`src/rtl/video_pkg.sv`:
```
// Shared definitions for the video fill/blit DMA: register map, CTRL bits, FSM states.
package video_pkg;

    localparam int unsigned MAP_BITS = 6;
    localparam int unsigned IDX_BITS = 2 * MAP_BITS;

    localparam logic [31:0] VIDEO_TILE_BASE = 32'h0520_0000;
    localparam logic [31:0] VIDEO_TEX_BASE  = 32'h0510_0000;

    localparam logic [1:0] REG_BASE = 2'd0;
    localparam logic [1:0] REG_RECT = 2'd1;
    localparam logic [1:0] REG_DATA = 2'd2;
    localparam logic [1:0] REG_CTRL = 2'd3;

    localparam int unsigned CTRL_START    = 0;
    localparam int unsigned CTRL_CLR_DONE = 1;
    localparam int unsigned CTRL_INC      = 2;
    localparam int unsigned STAT_BUSY     = 0;
    localparam int unsigned STAT_DONE     = 1;

    localparam logic [31:0] RECT_MASK = 32'h7F7F_3F3F;

    typedef struct packed {
        logic                rsv3;
        logic [MAP_BITS:0]   h;
        logic                rsv2;
        logic [MAP_BITS:0]   w;
        logic [1:0]          rsv1;
        logic [MAP_BITS-1:0] y0;
        logic [1:0]          rsv0;
        logic [MAP_BITS-1:0] x0;
    } rect_t;

    typedef enum logic [1:0] {
        ST_IDLE  = 2'd0,
        ST_ISSUE = 2'd1,
        ST_DONE  = 2'd2
    } fill_state_e;

    // Byte-strobe merge of a register write.
    function automatic logic [31:0] apply_strb(input logic [31:0] old_v,
                                               input logic [31:0] new_v,
                                               input logic [3:0]  strb);
        logic [31:0] r;
        r = old_v;
        for (int i = 0; i < 4; i++) begin
            if (strb[i]) r[8*i +: 8] = new_v[8*i +: 8];
        end
        return r;
    endfunction

endpackage

```
`src/rtl/video_fill_walker.sv`:
```
// Rectangle walker: x/y cell counters with independent modulo-64 wrap, row/column countdown.
module video_fill_walker
    import video_pkg::*;
#(
    parameter int unsigned MAP_BITS_P = MAP_BITS
) (
    input  logic                      clk,
    input  logic                      resetn,
    input  logic                      load,
    input  logic                      step,
    input  logic [MAP_BITS_P-1:0]     x0,
    input  logic [MAP_BITS_P-1:0]     y0,
    input  logic [MAP_BITS_P:0]       w,
    input  logic [MAP_BITS_P:0]       h,
    output logic [2*MAP_BITS_P-1:0]   idx_c,
    output logic                      last_c
);

    localparam int unsigned CNT_BITS = MAP_BITS_P + 1;

    logic [MAP_BITS_P-1:0] cx_q, cy_q, x0_q, cx_d, cy_d, x0_d;
    logic [CNT_BITS-1:0]   rows_q, cols_q, w_q, rows_d, cols_d, w_d;

    // Next counter values; idx_c is the cell the counters will point at after this edge.
    always_comb begin
        cx_d   = cx_q;
        cy_d   = cy_q;
        rows_d = rows_q;
        cols_d = cols_q;
        x0_d   = x0_q;
        w_d    = w_q;
        if (load) begin
            cx_d   = x0;
            cy_d   = y0;
            rows_d = h;
            cols_d = w;
            x0_d   = x0;
            w_d    = w;
        end else if (step) begin
            if (cols_q == CNT_BITS'(1)) begin
                cx_d   = x0_q;
                cy_d   = cy_q + MAP_BITS_P'(1);
                rows_d = rows_q - CNT_BITS'(1);
                cols_d = w_q;
            end else begin
                cx_d   = cx_q + MAP_BITS_P'(1);
                cols_d = cols_q - CNT_BITS'(1);
            end
        end
    end

    assign idx_c  = {cy_d, cx_d};
    assign last_c = (rows_q == CNT_BITS'(1)) && (cols_q == CNT_BITS'(1));

    always_ff @(posedge clk) begin
        if (!resetn) begin
            cx_q   <= '0;
            cy_q   <= '0;
            rows_q <= '0;
            cols_q <= '0;
            x0_q   <= '0;
            w_q    <= '0;
        end else begin
            cx_q   <= cx_d;
            cy_q   <= cy_d;
            rows_q <= rows_d;
            cols_q <= cols_d;
            x0_q   <= x0_d;
            w_q    <= w_d;
        end
    end

endmodule

```
`src/rtl/video_fill_dma.sv`:
```
// Video fill/blit engine: CPU-programmed rectangle fill issued as one master write per cell.
// Optional VIDEO_FILL_DMA_PATTERN_INC_EN adds CTRL.INC (write data increments per beat).
module video_fill_dma
    import video_pkg::*;
#(
    parameter logic [31:0] DEFAULT_BASE = VIDEO_TILE_BASE
) (
    input  logic        clk,
    input  logic        resetn,
    input  logic        s_valid,
    output logic        s_ready,
    input  logic [3:0]  s_wstrb,
    input  logic [31:0] s_addr,
    input  logic [31:0] s_wdata,
    output logic [31:0] s_rdata,
    output logic        m_valid,
    input  logic        m_ready,
    output logic [3:0]  m_wstrb,
    output logic [31:0] m_addr,
    output logic [31:0] m_wdata,
    output logic        busy,
    output logic        irq
);

    fill_state_e state_q, state_d;

    logic [31:0]         base_q, data_q, wbase_q;
    rect_t               rect_q;
    logic                done_q, done_d, winc_q, inc_q, start_inc;
    logic                acc, ctrl_wr, start, clr, fire;
    logic                load, step, set_done, last_c;
    logic [IDX_BITS-1:0] idx_c;
    logic [1:0]          sel;
    logic                unused_addr_bits;

    assign sel              = s_addr[3:2];
    assign unused_addr_bits = ^{s_addr[31:4], s_addr[1:0]};
    assign acc              = s_valid && !s_ready;
    assign ctrl_wr          = acc && s_wstrb[0] && (sel == REG_CTRL);
    assign start            = ctrl_wr && s_wdata[CTRL_START];
    assign clr              = ctrl_wr && s_wdata[CTRL_CLR_DONE];
    assign fire             = m_valid && m_ready;
    assign done_d           = set_done || (done_q && !clr);

`ifdef VIDEO_FILL_DMA_PATTERN_INC_EN
    assign start_inc = s_wdata[CTRL_INC];
    always_ff @(posedge clk) begin
        if (!resetn)      inc_q <= 1'b0;
        else if (ctrl_wr) inc_q <= s_wdata[CTRL_INC];
    end
`else
    assign start_inc = 1'b0;
    assign inc_q     = 1'b0;
`endif

    video_fill_walker #(.MAP_BITS_P(MAP_BITS)) u_walker (
        .clk    (clk),
        .resetn (resetn),
        .load   (load),
        .step   (step),
        .x0     (rect_q.x0),
        .y0     (rect_q.y0),
        .w      (rect_q.w),
        .h      (rect_q.h),
        .idx_c  (idx_c),
        .last_c (last_c)
    );

    always_ff @(posedge clk) begin
        if (!resetn) state_q <= ST_IDLE;
        else         state_q <= state_d;
    end

    // Next state and per-cycle controls; START is only honoured from IDLE.
    always_comb begin
        state_d  = state_q;
        load     = 1'b0;
        step     = 1'b0;
        set_done = 1'b0;
        unique case (state_q)
            ST_IDLE: begin
                if (start) begin
                    load    = 1'b1;
                    state_d = (rect_q.w == '0 || rect_q.h == '0) ? ST_DONE : ST_ISSUE;
                end
            end
            ST_ISSUE: begin
                if (fire) begin
                    step = 1'b1;
                    if (last_c) state_d = ST_DONE;
                end
            end
            ST_DONE: begin
                set_done = 1'b1;
                state_d  = ST_IDLE;
            end
            default: state_d = ST_IDLE;
        endcase
    end

    always_ff @(posedge clk) begin
        if (!resetn) begin
            s_ready <= 1'b0;
            s_rdata <= '0;
            m_valid <= 1'b0;
            m_wstrb <= '0;
            m_addr  <= '0;
            m_wdata <= '0;
            busy    <= 1'b0;
            irq     <= 1'b0;
            done_q  <= 1'b0;
            base_q  <= DEFAULT_BASE;
            rect_q  <= '0;
            data_q  <= '0;
            wbase_q <= '0;
            winc_q  <= 1'b0;
        end else begin
            s_ready <= acc;
            done_q  <= done_d;
            irq     <= done_d;
            busy    <= (state_d != ST_IDLE);
            m_valid <= (state_d == ST_ISSUE);
            m_wstrb <= (state_d == ST_ISSUE) ? 4'hF : 4'h0;

            s_rdata <= '0;
            if (acc) begin
                unique case (sel)
                    REG_BASE: s_rdata <= base_q;
                    REG_RECT: s_rdata <= rect_q;
                    REG_DATA: s_rdata <= data_q;
                    REG_CTRL: s_rdata <= {29'b0, inc_q, done_q, busy};
                endcase
                if (sel == REG_BASE) base_q <= apply_strb(base_q, s_wdata, s_wstrb);
                if (sel == REG_RECT) rect_q <= apply_strb(rect_q, s_wdata, s_wstrb) & RECT_MASK;
                if (sel == REG_DATA) data_q <= apply_strb(data_q, s_wdata, s_wstrb);
            end

            if (load) begin
                wbase_q <= base_q;
                winc_q  <= start_inc;
            end
            // Next address is registered so back-to-back beats need no bubble.
            if (load || (step && !last_c))
                m_addr <= (load ? base_q : wbase_q) + 32'({idx_c, 2'b00});
            if (load)                m_wdata <= data_q;
            else if (step && winc_q) m_wdata <= m_wdata + 32'd1;
        end
    end

endmodule
```
`config.mk`:
```
export PLATFORM = sky130hd
export DESIGN_NAME = video_fill_dma
export DESIGN_NICKNAME = d
export VERILOG_FILES = /design/src/rtl/video_pkg.sv /design/src/rtl/video_fill_walker.sv /design/src/rtl/video_fill_dma.sv
export SDC_FILE = /design/constraint.sdc
export NUM_CORES = 1
export LEC_CHECK = 0
export ABC_AREA = 1
export BUFFER_PORTS_ARGS = -buffer_cell sky130_fd_sc_hd__clkbuf_2
export CAP_MARGIN = 20
export CORE_MARGIN = 1.5
export CORE_UTILIZATION = 52
export CTS_CLUSTER_DIAMETER = 150
export DETAILED_ROUTE_END_ITERATION = 10
export PLACE_DENSITY_LB_ADDON = 0.15
export SYNTH_ARGS = -nofsm -noshare
export SYNTH_HDL_FRONTEND = slang
export SYNTH_SLANG_ARGS = --single-unit
```
`constraint.sdc`:
```
create_clock -name clk -period 3.6 [get_ports clk]
set_clock_uncertainty 0.1 [all_clocks]
set_input_delay 0.72 -clock clk [delete_from_list [all_inputs] [get_ports clk]]
set_output_delay 0.72 -clock clk [all_outputs]
set_load 0.05 [all_outputs]
```
* Yosys cells after proc, flatten, opt, wreduce, memory -nomap -nowiden
Index checks and enable logic that the tools add are counted.
** Storage, ports and cells
- Logic and storage cells :: 103
- Memory bits (read-only) :: 0
- Memories kept :: 0
- Output and inout bits :: 104
- Bits in latches :: 0
- Bits in writable memories :: 0
- Bits in registers :: 267
** Cells by class
- Reductions and logical operators :: 36
- Magnitude comparators :: 0
- Bitwise logic cells :: 0
- Shifts and indexed selects :: 0
- $add $sub $neg :: 5
- Muxes and demuxes :: 26
- Multiply operators :: 0
- Div/mod/pow operators :: 0
- Equality and inequality tests :: 8
** Operators with widths (count)
- one-hot mux 32 bit (4 select lines) :: 1
- 2-to-1 mux 32 bit :: 2
- 2-to-1 mux 7 bit :: 6
- 2-to-1 mux 6 bit :: 6
- AND reduction 3 bit :: 12
- adder 32 x 14 -> 32 bit :: 1
- == test 7 x 1 -> 1 bit, second input constant :: 2
- logical NOT 7 bit :: 2
- subtractor 7 x 1 -> 7 bit, second input constant :: 2
- adder 6 x 1 -> 6 bit, second input constant :: 2
- logical AND 1 bit :: 9
- 2-to-1 mux 2 bit :: 4
- == test 2 x 1 -> 1 bit, second input constant :: 3
- == test 2 bit, second input constant :: 3
- nonzero test 2 bit :: 3
- 2-to-1 mux 1 bit :: 5
- logical NOT 2 bit :: 2
- 2-to-1 mux 4 bit :: 1
- one-hot mux 2 bit (2 select lines) :: 1
- AND reduction 2 bit :: 2
- logical NOT 1 bit :: 3
- logical OR 1 bit :: 3

* Longest topological paths before layout
Gate-level depths: netlist of run 1.
- Depth after elaboration :: 9
- Mapped depth :: 24

* Hierarchy
A second synthesis of run 1 with hierarchy kept.
** Second synthesis, totals
- Cells, all modules :: 1623
- Area, all modules :: 11647.4 sq um
** Modules (own cells, without submodules)
- video_fill_dma :: instances 1, cells each 1302, area each 9465.3 sq um, seq. area each 4484.3 sq um
- video_fill_walker :: instances 1, cells each 321, area each 2182.1 sq um, seq. area each 780.7 sq um

* Worst setup path after synthesis of run 1
OpenSTA, ideal clock, no wires.
- Path kind :: input to register
- From :: input port s_addr[2]
- To :: register m_addr[22]
- Data arrival time :: 3.395 ns
- Slack :: -0.004 ns
- Required time :: 3.391 ns
- Path buffers :: 5
- Stages :: 22
- Cell sequence :: buf_4 > nand2_4 > nor2_8 > nand2_4 > buf_6 > inv_1 > buf_2 > buf_2 > buf_2 > a21oi_1 > ha_1 > fa_1 > nand3_1 > nand3_1 > nand3_1 > nand3_1 > nand2_1 > nor2_2 > a21oi_1 > o21ai_0 > nand2_1 > inv_1
** On the way
- Longest elaborated chain between the ends :: 7
- Elaborated cells on any way between the ends :: 10
** RTL lines
- from (decl) :: RTL line video_fill_dma.sv:13 : input logic [31:0] s_addr,
- == test 2 bit (*) :: RTL line video_fill_dma.sv:39 : assign ctrl_wr = acc && s_wstrb[0] && (sel == REG_CTRL);
- logical AND 1 bit (*) :: RTL line video_fill_dma.sv:39
- logical AND 1 bit (*) :: RTL line video_fill_dma.sv:40 : assign start = ctrl_wr && s_wdata[CTRL_START];
- 2-to-1 mux 1 bit (*) :: RTL line video_fill_dma.sv:82 : if (start) begin
- 2-to-1 mux 1 bit (*) :: RTL line video_fill_dma.sv:80 : unique case (state_q)
- 2-to-1 mux 32 bit / 2-to-1 mux 6 bit (equally long branches)
- adder 32 x 14 -> 32 bit :: RTL line video_fill_dma.sv:144 : m_addr <= (load ? base_q : wbase_q) + 32'({idx_c, 2'b00});
- to (signal assigned) :: RTL line video_fill_dma.sv:144
- to (decl) :: RTL line video_fill_dma.sv:19 : output logic [31:0] m_addr,
Mark *: on every way between the ends. The rest lies on a longest branch, timed or not.
A chain may end at the register's enable or synchronous reset.

* Worst setup path after layout of run 1
- From :: register u_walker.cols_q[0]
- To :: register m_addr[31]
** On the way
- Longest elaborated chain between the ends :: 5
- Elaborated cells on any way between the ends :: 12
** RTL lines
- from (decl) :: RTL line video_fill_walker.sv:22 : logic [CNT_BITS-1:0] rows_q, cols_q, w_q, rows_d, cols_d, w_d;
- from (signal assigned) :: RTL line video_fill_walker.sv:67 : cols_q <= cols_d;
- == test 7 x 1 -> 1 bit :: RTL line video_fill_walker.sv:40 : if (cols_q == CNT_BITS'(1)) begin
- 2-to-1 mux 6 bit :: RTL line video_fill_walker.sv:40
- 2-to-1 mux 6 bit :: RTL line video_fill_walker.sv:39 : end else if (step) begin
- 2-to-1 mux 6 bit :: RTL line video_fill_walker.sv:32 : if (load) begin
- via idx_c[8] :: RTL line video_fill_dma.sv:32 : logic [IDX_BITS-1:0] idx_c;
- adder 32 x 14 -> 32 bit :: RTL line video_fill_dma.sv:144
The timed path passes the listed nets, and every way through them passes these cells.

==> reports/metrics.cfg, run 1 <==
[status]
status = completed

[worst_setup_path]
crit_arrival_ns = 3.61
reg2reg_slack_ns = 0.33
cpMaxStageDelayCell = dfxtp_1
worst-path-stages = 21
reg2regPathDepth = 21
end_kind = register
crit_fanout = 9
critPathLaunchType = register
worstPathCellList = ha_1 -> inv_1 -> nor3_4 -> nand2_2 -> inv_2 -> nand2_1 -> xor2_1 -> nand2_1 -> nand2_1 -> ha_1 -> inv_1 -> o21ai_0 -> a21oi_1 -> nand3_1 -> nand4_1 -> nand2_2 -> nand3_1 -> nand2_1 -> nand3_1 -> nand2_1 -> inv_1
worstPathRequired_ns = 3.94
path_class = reg2reg
timing.rr.start = u_walker.cols_q[0]
critPathMaxStageDelay_ns = 0.39
cp_common_cell = nand2_1
critPathTopFamily = simple AND/OR/NAND/NOR gates
critPathBufInv = 4
r2r_end = m_addr[31]

[synth]
synth.distinct_cells = 43
netlist_instances = 1598
ys_warn_count = 0
synth_edf_count = 0
synth_area_mm2 = 0.0117
synth-main-ff-cell = dfxtp_1
synth_seq_area_share = 0.451
synth_area_per_cell_um2 = 7.30
syn_nets = 1689
ys_seq_elements = 263
async_flop_share = 0

[hold_path]
hold_end = data_q[31]
min_path_type = in2reg
hold_path_startpoint = s_wdata[31]
holdPathStages = 3

[global_route]
grt.overflow.total = 0
grt_pass1_vias = 10300
grt_pass1_wl_mm = 51.0
track_usage = 0.266
antenna_found_initial = 0
grt_max_degree = 79

[placement]
dpl.hpwl_mm = 22.6
dp_cells = 1982
routabilityCongestion = 0.911
port_buffers = 145

[pwr]
power.internal_mw = 4.82
switchingPower_mw = 1.54
swShare = 0.242
ir_worst_vdd_v = 0.000357
power.share.sequential = 0.472
clock_power_share = 0.461
power.density_mw_per_mm2 = 466
power_frac_comb = 0.067
leakagePower_nw = 6.10

[final_layout]
drive_above_1_share = 0.153
final_cells = 2034
area_growth_pct = 16.9
final_nets = 1823
diodes = 0

[floorplan]
die_w_um = 153
coreArea_mm2 = 0.0219
die_h_um = 153
rows = 54
ios = 176
die_area_mm2 = 0.0233
start_util = 0.533

[route]
dr.pass1.iters = 6
routed_wl_mm = 31.4
ant_nets = 0
vias = 10800
vias_per_cell = 5.33
wl_per_cell_um = 15.4
drtIter0Drc = 773
remaining_drc_errors = 0

[clock_tree]
cts_resized = 0
cts.sinks = 263
cts-root-buf = clkbuf_16
cts_buffer_depth = 3
cts_max_level = 1
clkLatencyLatePin_ns = 0.56
clk_pin_slew_ns = 0.06
cts-hold-fix-buffers = 0
postCtsSetupRepairBufs = 0
numCtsBuffers = 28
tritoncts = built

[timing]
fmax_mhz = 306
min_period_ns = 3.27
finalCritPeriodShare = 0.909
holdWs_ns = 0.323
slew_violations = 0
setup_viol = 0
rsz0062_at_grt = no
setup-tns-final_ns = 0
tightest_slew_ns = 0.836
slew_headroom = 0.443
hold_viol = 0

[run]
maxCapViolCount = 0

[per-layer routing]
metal,routed length [µm],GRT usage
met4,1120,0.0998
met3,1640,0.0390
met2,15600,0.471
met5,0,0
met1,13100,0.326
[power by group through the flow]
stage | combinational [mW] | sequential [mW] | clock (mW)
2_1_floorplan | 0.224 | 3.12 | 0
3_3_place_gp | 0.419 | 3.06 | 0
3_5_place_dp | 0.422 | 3.06 | 0
4_1_cts | 0.425 | 3.00 | 2.97
5_1_grt | 0.468 | 3.00 | 3.09
6_report | 0.426 | 3.00 | 2.93
[sequential cells by signal, indices dropped and copies added, names as in the netlist]
name	count
s_rdata	32
busy	1
base_q	32
u_walker.w_q	7
state_q	2
rect_q	26
u_walker.x0_q	6
u_walker.rows_q	7
data_q	32
u_walker.cols_q	7
done_q	1
u_walker.cx_q	6
m_addr	32
m_wdata	32
wbase_q	32
m_wstrb	1
u_walker.cy_q	6
s_ready	1
[how the worst max path moves through the flow]
| stage | from | endpoint | slack, ns |
|---|---|---|---|
| after floorplan | s_addr[2] | m_addr[22] | 0.03 |
| after global placement | m_ready | m_addr[20] | 0.09 |
| after detailed placement | s_valid | m_addr[28] | 0.06 |
| after CTS | u_walker.cols_q[0] | m_addr[28] | 0.32 |
| after global routing | u_walker.cols_q[0] | m_addr[31] | 0.008 |
| final | u_walker.cols_q[0] | m_addr[31] | 0.33 |
[Yosys cell counts (8+ instances only)]
| library cell | count | area share |
|---|---|---|
| o21ai_0 | 193 | 0.083 |
| inv_1 | 213 | 0.069 |
| buf_2 | 21 | 0.0090 |
| o22ai_1 | 24 | 0.013 |
| nand3_1 | 81 | 0.035 |
| a21oi_1 | 178 | 0.076 |
| a31oi_1 | 13 | 0.0070 |
| xor2_1 | 16 | 0.012 |
| nand2_2 | 13 | 0.0070 |
| dfxtp_1 | 263 | 0.45 |
| o211ai_1 | 9 | 0.0058 |
| nor2_1 | 170 | 0.055 |
| nand4_1 | 8 | 0.0043 |
| a211oi_1 | 15 | 0.0097 |
| clkbuf_1 | 46 | 0.015 |
| nand2_1 | 245 | 0.079 |
| ha_1 | 18 | 0.019 |
| xnor2_1 | 9 | 0.0068 |
[placed cells by master (no fill, tap or decap), types with 28 or more instances in the layout]
cell type  Yosys  layout
dfxtp_1      263     263
clkbuf_2       0     144
buf_4          7      43
nor2_1       170     170
inv_1        213     211
nand2_1      245     245
a21oi_1      178     178
clkbuf_16      0      28
o21ai_0      193     192
nand3_1       81      81
[per-stage QoR]
| stage | setup slack [ns] | instance area, µm² | power (mW) | utilization |
|---|---|---|---|---|
| 2_1_floorplan | 0.0345 | 11700 | 3.34 | - |
| 3_3_place_gp | 0.0892 | 12700 | 3.48 | 0.579 |
| 3_5_place_dp | 0.0589 | 12700 | 3.48 | 0.579 |
| 4_1_cts | 0.321 | 13600 | 6.39 | 0.623 |
| 5_1_grt | 0.00789 | 13600 | 6.56 | 0.623 |
| 6_report | 0.327 | 13600 | 6.35 | 0.623 |
[cells by family after synthesis]
family	Yosys count	synth area share
AOI/OAI and AO/OA	451	0.209
and+or+nand+nor	538	0.195
xor gates and xnor gates	25	0.0188
DFF	263	0.451
adders and majority gates	19	0.0210
buffers and inverters	302	0.105
[layout make-up]
type                            instances  area [µm²]
Clock buffer                           43         827
Fill cell                            2037        8260
Sequential cell                       263        5270
Multi-Input combinational cell       1033        5190
Clock inverter                          9         124
Inverter                              218         818
Timing Repair Buffer                  188        1060
Tap cell                              280         350
[worst register-to-register path, delay by kind of cell (launching register included)]
family          cells  cell delay (ns)
compound gates      2             0.36
xor+xnor            1             0.15
fa+ha+maj           2             0.54
buf+inv             4             0.27
flops               1             0.39
simple gates       12             1.34
Power figures use the tool's default switching activity.
==> run 2, diff against run 1 <==
- CORE_UTILIZATION: 52 -> 46
==> reports/metrics.cfg, run 2 (synthesis gave the netlist of run 1 again) <==
[final_layout]
final_common_cell = dfxtp_1  ; unchanged
multiInputGateArea_mm2 = 0.00520  ; was 0.00519 mm²
seq_area_mm2 = 0.00527  ; unchanged
drive_above_1_share = 0.170  ; was 0.153
layout_common_cells = dfxtp_1, nand2_1, inv_1  ; unchanged
fin_area_mm2 = 0.0140  ; was 0.0136 mm²
area_growth_pct = 19.9  ; was 16.9%
n_fill_cell = 2430  ; was 2037
final_nets = 1856  ; was 1823
diodes = 0  ; unchanged
final_cells = 2115  ; was 2034

[floorplan]
start_util = 0.466  ; was 0.533
ios = 176  ; unchanged
die_w_um = 162  ; was 153 µm
coreArea_mm2 = 0.0250  ; was 0.0219 mm²
rows = 58  ; was 54
die_area_mm2 = 0.0263  ; was 0.0233 mm²
die_h_um = 162  ; was 153 µm

[global_route]
grt_max_degree = 99  ; was 79
grt_pass1_vias = 10300  ; about the same
grt_pass1_wl_mm = 52.1  ; was 51.0 mm
antenna_found_initial = 0  ; unchanged
track_usage = 0.247  ; was 0.266
grt.overflow.total = 0  ; unchanged

[worst_setup_path]
endpoint = m_addr[16]  ; was m_addr[31]
crit_fanout = 7  ; was 9
r2r_end = m_addr[16]  ; was m_addr[31]
end_kind = register  ; unchanged
path_class = reg2reg  ; unchanged
timing.rr.start = u_walker.cols_q[1]  ; was u_walker.cols_q[0]
crit_arrival_ns = 3.73  ; was 3.61 ns
reg2regPathDepth = 21  ; unchanged
worstPathRequired_ns = 3.99  ; was 3.94 ns
critPathLaunchType = register  ; unchanged
crit_start = u_walker.cols_q[1]  ; was u_walker.cols_q[0]
reg2reg_slack_ns = 0.27  ; was 0.33 ns

[timing]
setup_viol = 0  ; unchanged
hold_viol = 0  ; unchanged
slew_headroom = 0.401  ; was 0.443
tightest_slew_ns = 0.898  ; was 0.836 ns
min_period_ns = 3.33  ; was 3.27 ns
slew_violations = 0  ; unchanged
holdWs_ns = 0.305  ; was 0.323 ns
setup-tns-final_ns = 0  ; unchanged
fmax_mhz = 300  ; was 306 MHz
finalCritPeriodShare = 0.926  ; was 0.909

[status]
status = completed  ; unchanged

[hold_path]
hold_path_startpoint = s_wdata[23]  ; was s_wdata[31]
min_path_type = in2reg  ; unchanged

[route]
vias = 10900  ; was 10800
wl_per_cell_um = 15.4  ; about the same
remaining_drc_errors = 0  ; unchanged
vias_per_cell = 5.15  ; was 5.33
drtIter0Drc = 676  ; was 773
dr.pass1.iters = 5  ; was 6
ant_nets = 0  ; unchanged
routed_wl_mm = 32.7  ; was 31.4 mm

[pwr]
leakagePower_nw = 6.27  ; was 6.10 nW
power_mw = 6.42  ; was 6.35 mW
clock_power_share = 0.465  ; was 0.461
switchingPower_mw = 1.54  ; about the same
power_frac_comb = 0.068  ; was 0.067
ir_worst_vdd_v = 0.000382  ; was 0.000357 V
swShare = 0.239  ; was 0.242
power.internal_mw = 4.88  ; was 4.82 mW
power.share.sequential = 0.467  ; was 0.472
power.density_mw_per_mm2 = 459  ; was 466 mW/mm²

[clock_tree]
cts-root-buf = clkbuf_16  ; unchanged
cts_max_level = 1  ; unchanged
clkLatencyLatePin_ns = 0.56  ; about the same
tritoncts = built  ; unchanged
cts-hold-fix-buffers = 0  ; unchanged
cts_buffer_depth = 3  ; unchanged
numCtsBuffers = 28  ; unchanged
cts.sinks = 263  ; unchanged
clk_pin_slew_ns = 0.06  ; about the same

[placement]
port_buffers = 145  ; unchanged
dpl.hpwl_mm = 23.8  ; was 22.6 mm
dp_cells = 2064  ; was 1982
routabilityCongestion = 0.879  ; was 0.911
placed_cell_area_mm2 = 0.0130  ; was 0.0127 mm²

[run]
maxCapViolCount = 0  ; unchanged

==> run 2: worst min-delay path by stage <==
stage          cells past startpoint               to
2_1_floorplan                      2        rect_q[0]
3_3_place_gp                       2  u_walker.w_q[3]
3_5_place_dp                       2  u_walker.w_q[0]
4_1_cts                            3       data_q[23]
5_1_grt                            3       data_q[23]
6_report                           3       data_q[23]
==> run 2: timing repair <==
item | CTS | global route
endpoints found under the hold margin | 0 | 0
setup endpoints to repair | 0 | 7
setup buffers | 0 | 1
gates resized for setup | 0 | 5
==> run 2: critical path, stage by stage (launching register included) <==
cell and delay (ns):
dfxtp_1 0.31, inv_1 0.09, ha_1 0.19, inv_1 0.08
nor3_4 0.20, nand2_2 0.15, inv_2 0.11, buf_4 0.16
nand3_1 0.09, xnor2_1 0.13, nand2_1 0.08, nand2_1 0.10
ha_1 0.36, nand2_1 0.08, inv_1 0.08, buf_4 0.10
nand3_1 0.11, o21ai_4 0.29, buf_4 0.16, xor2_1 0.16
o21bai_1 0.08, inv_1 0.05
==> run 2: area by class of cell <==
class	instances	area share
Sequential cell	263	0.377
Clock buffer	41	0.0586
Multi-Input combinational cell	1033	0.372
Inverter	218	0.0585
Timing Repair Buffer	221	0.0938
Clock inverter	9	0.0108
Tap cell	330	0.0295
==> run 2: per-layer routing <==
metal / track usage / wire length, µm
met1: 0.304 / 13900
met4: 0.0901 / 1000
met2: 0.437 / 16100
met3: 0.0340 / 1740
met5: 0 / 0
==> run 2: stage by stage <==
| step | utilization | worst slack (ns) |
|---|---|---|
| 2_1_floorplan | - | 0.0345 |
| 3_3_place_gp | 0.519 | 0.00843 |
| 3_5_place_dp | 0.519 | -0.00875 |
| 4_1_cts | 0.557 | 0.262 |
| 5_1_grt | 0.558 | -0.00324 |
| 6_report | 0.558 | 0.268 |
==> run 2: power groups by stage <==
| stage | registers, mW | logic (mW) | clock network [mW] |
|---|---|---|---|
| after global routing | 3.00 | 0.477 | 3.15 |
| after global placement | 3.06 | 0.430 | 0 |
| final | 3.00 | 0.437 | 2.99 |
| after detailed placement | 3.06 | 0.433 | 0 |
| after CTS | 3.00 | 0.435 | 3.04 |
| after floorplan | 3.12 | 0.224 | 0 |
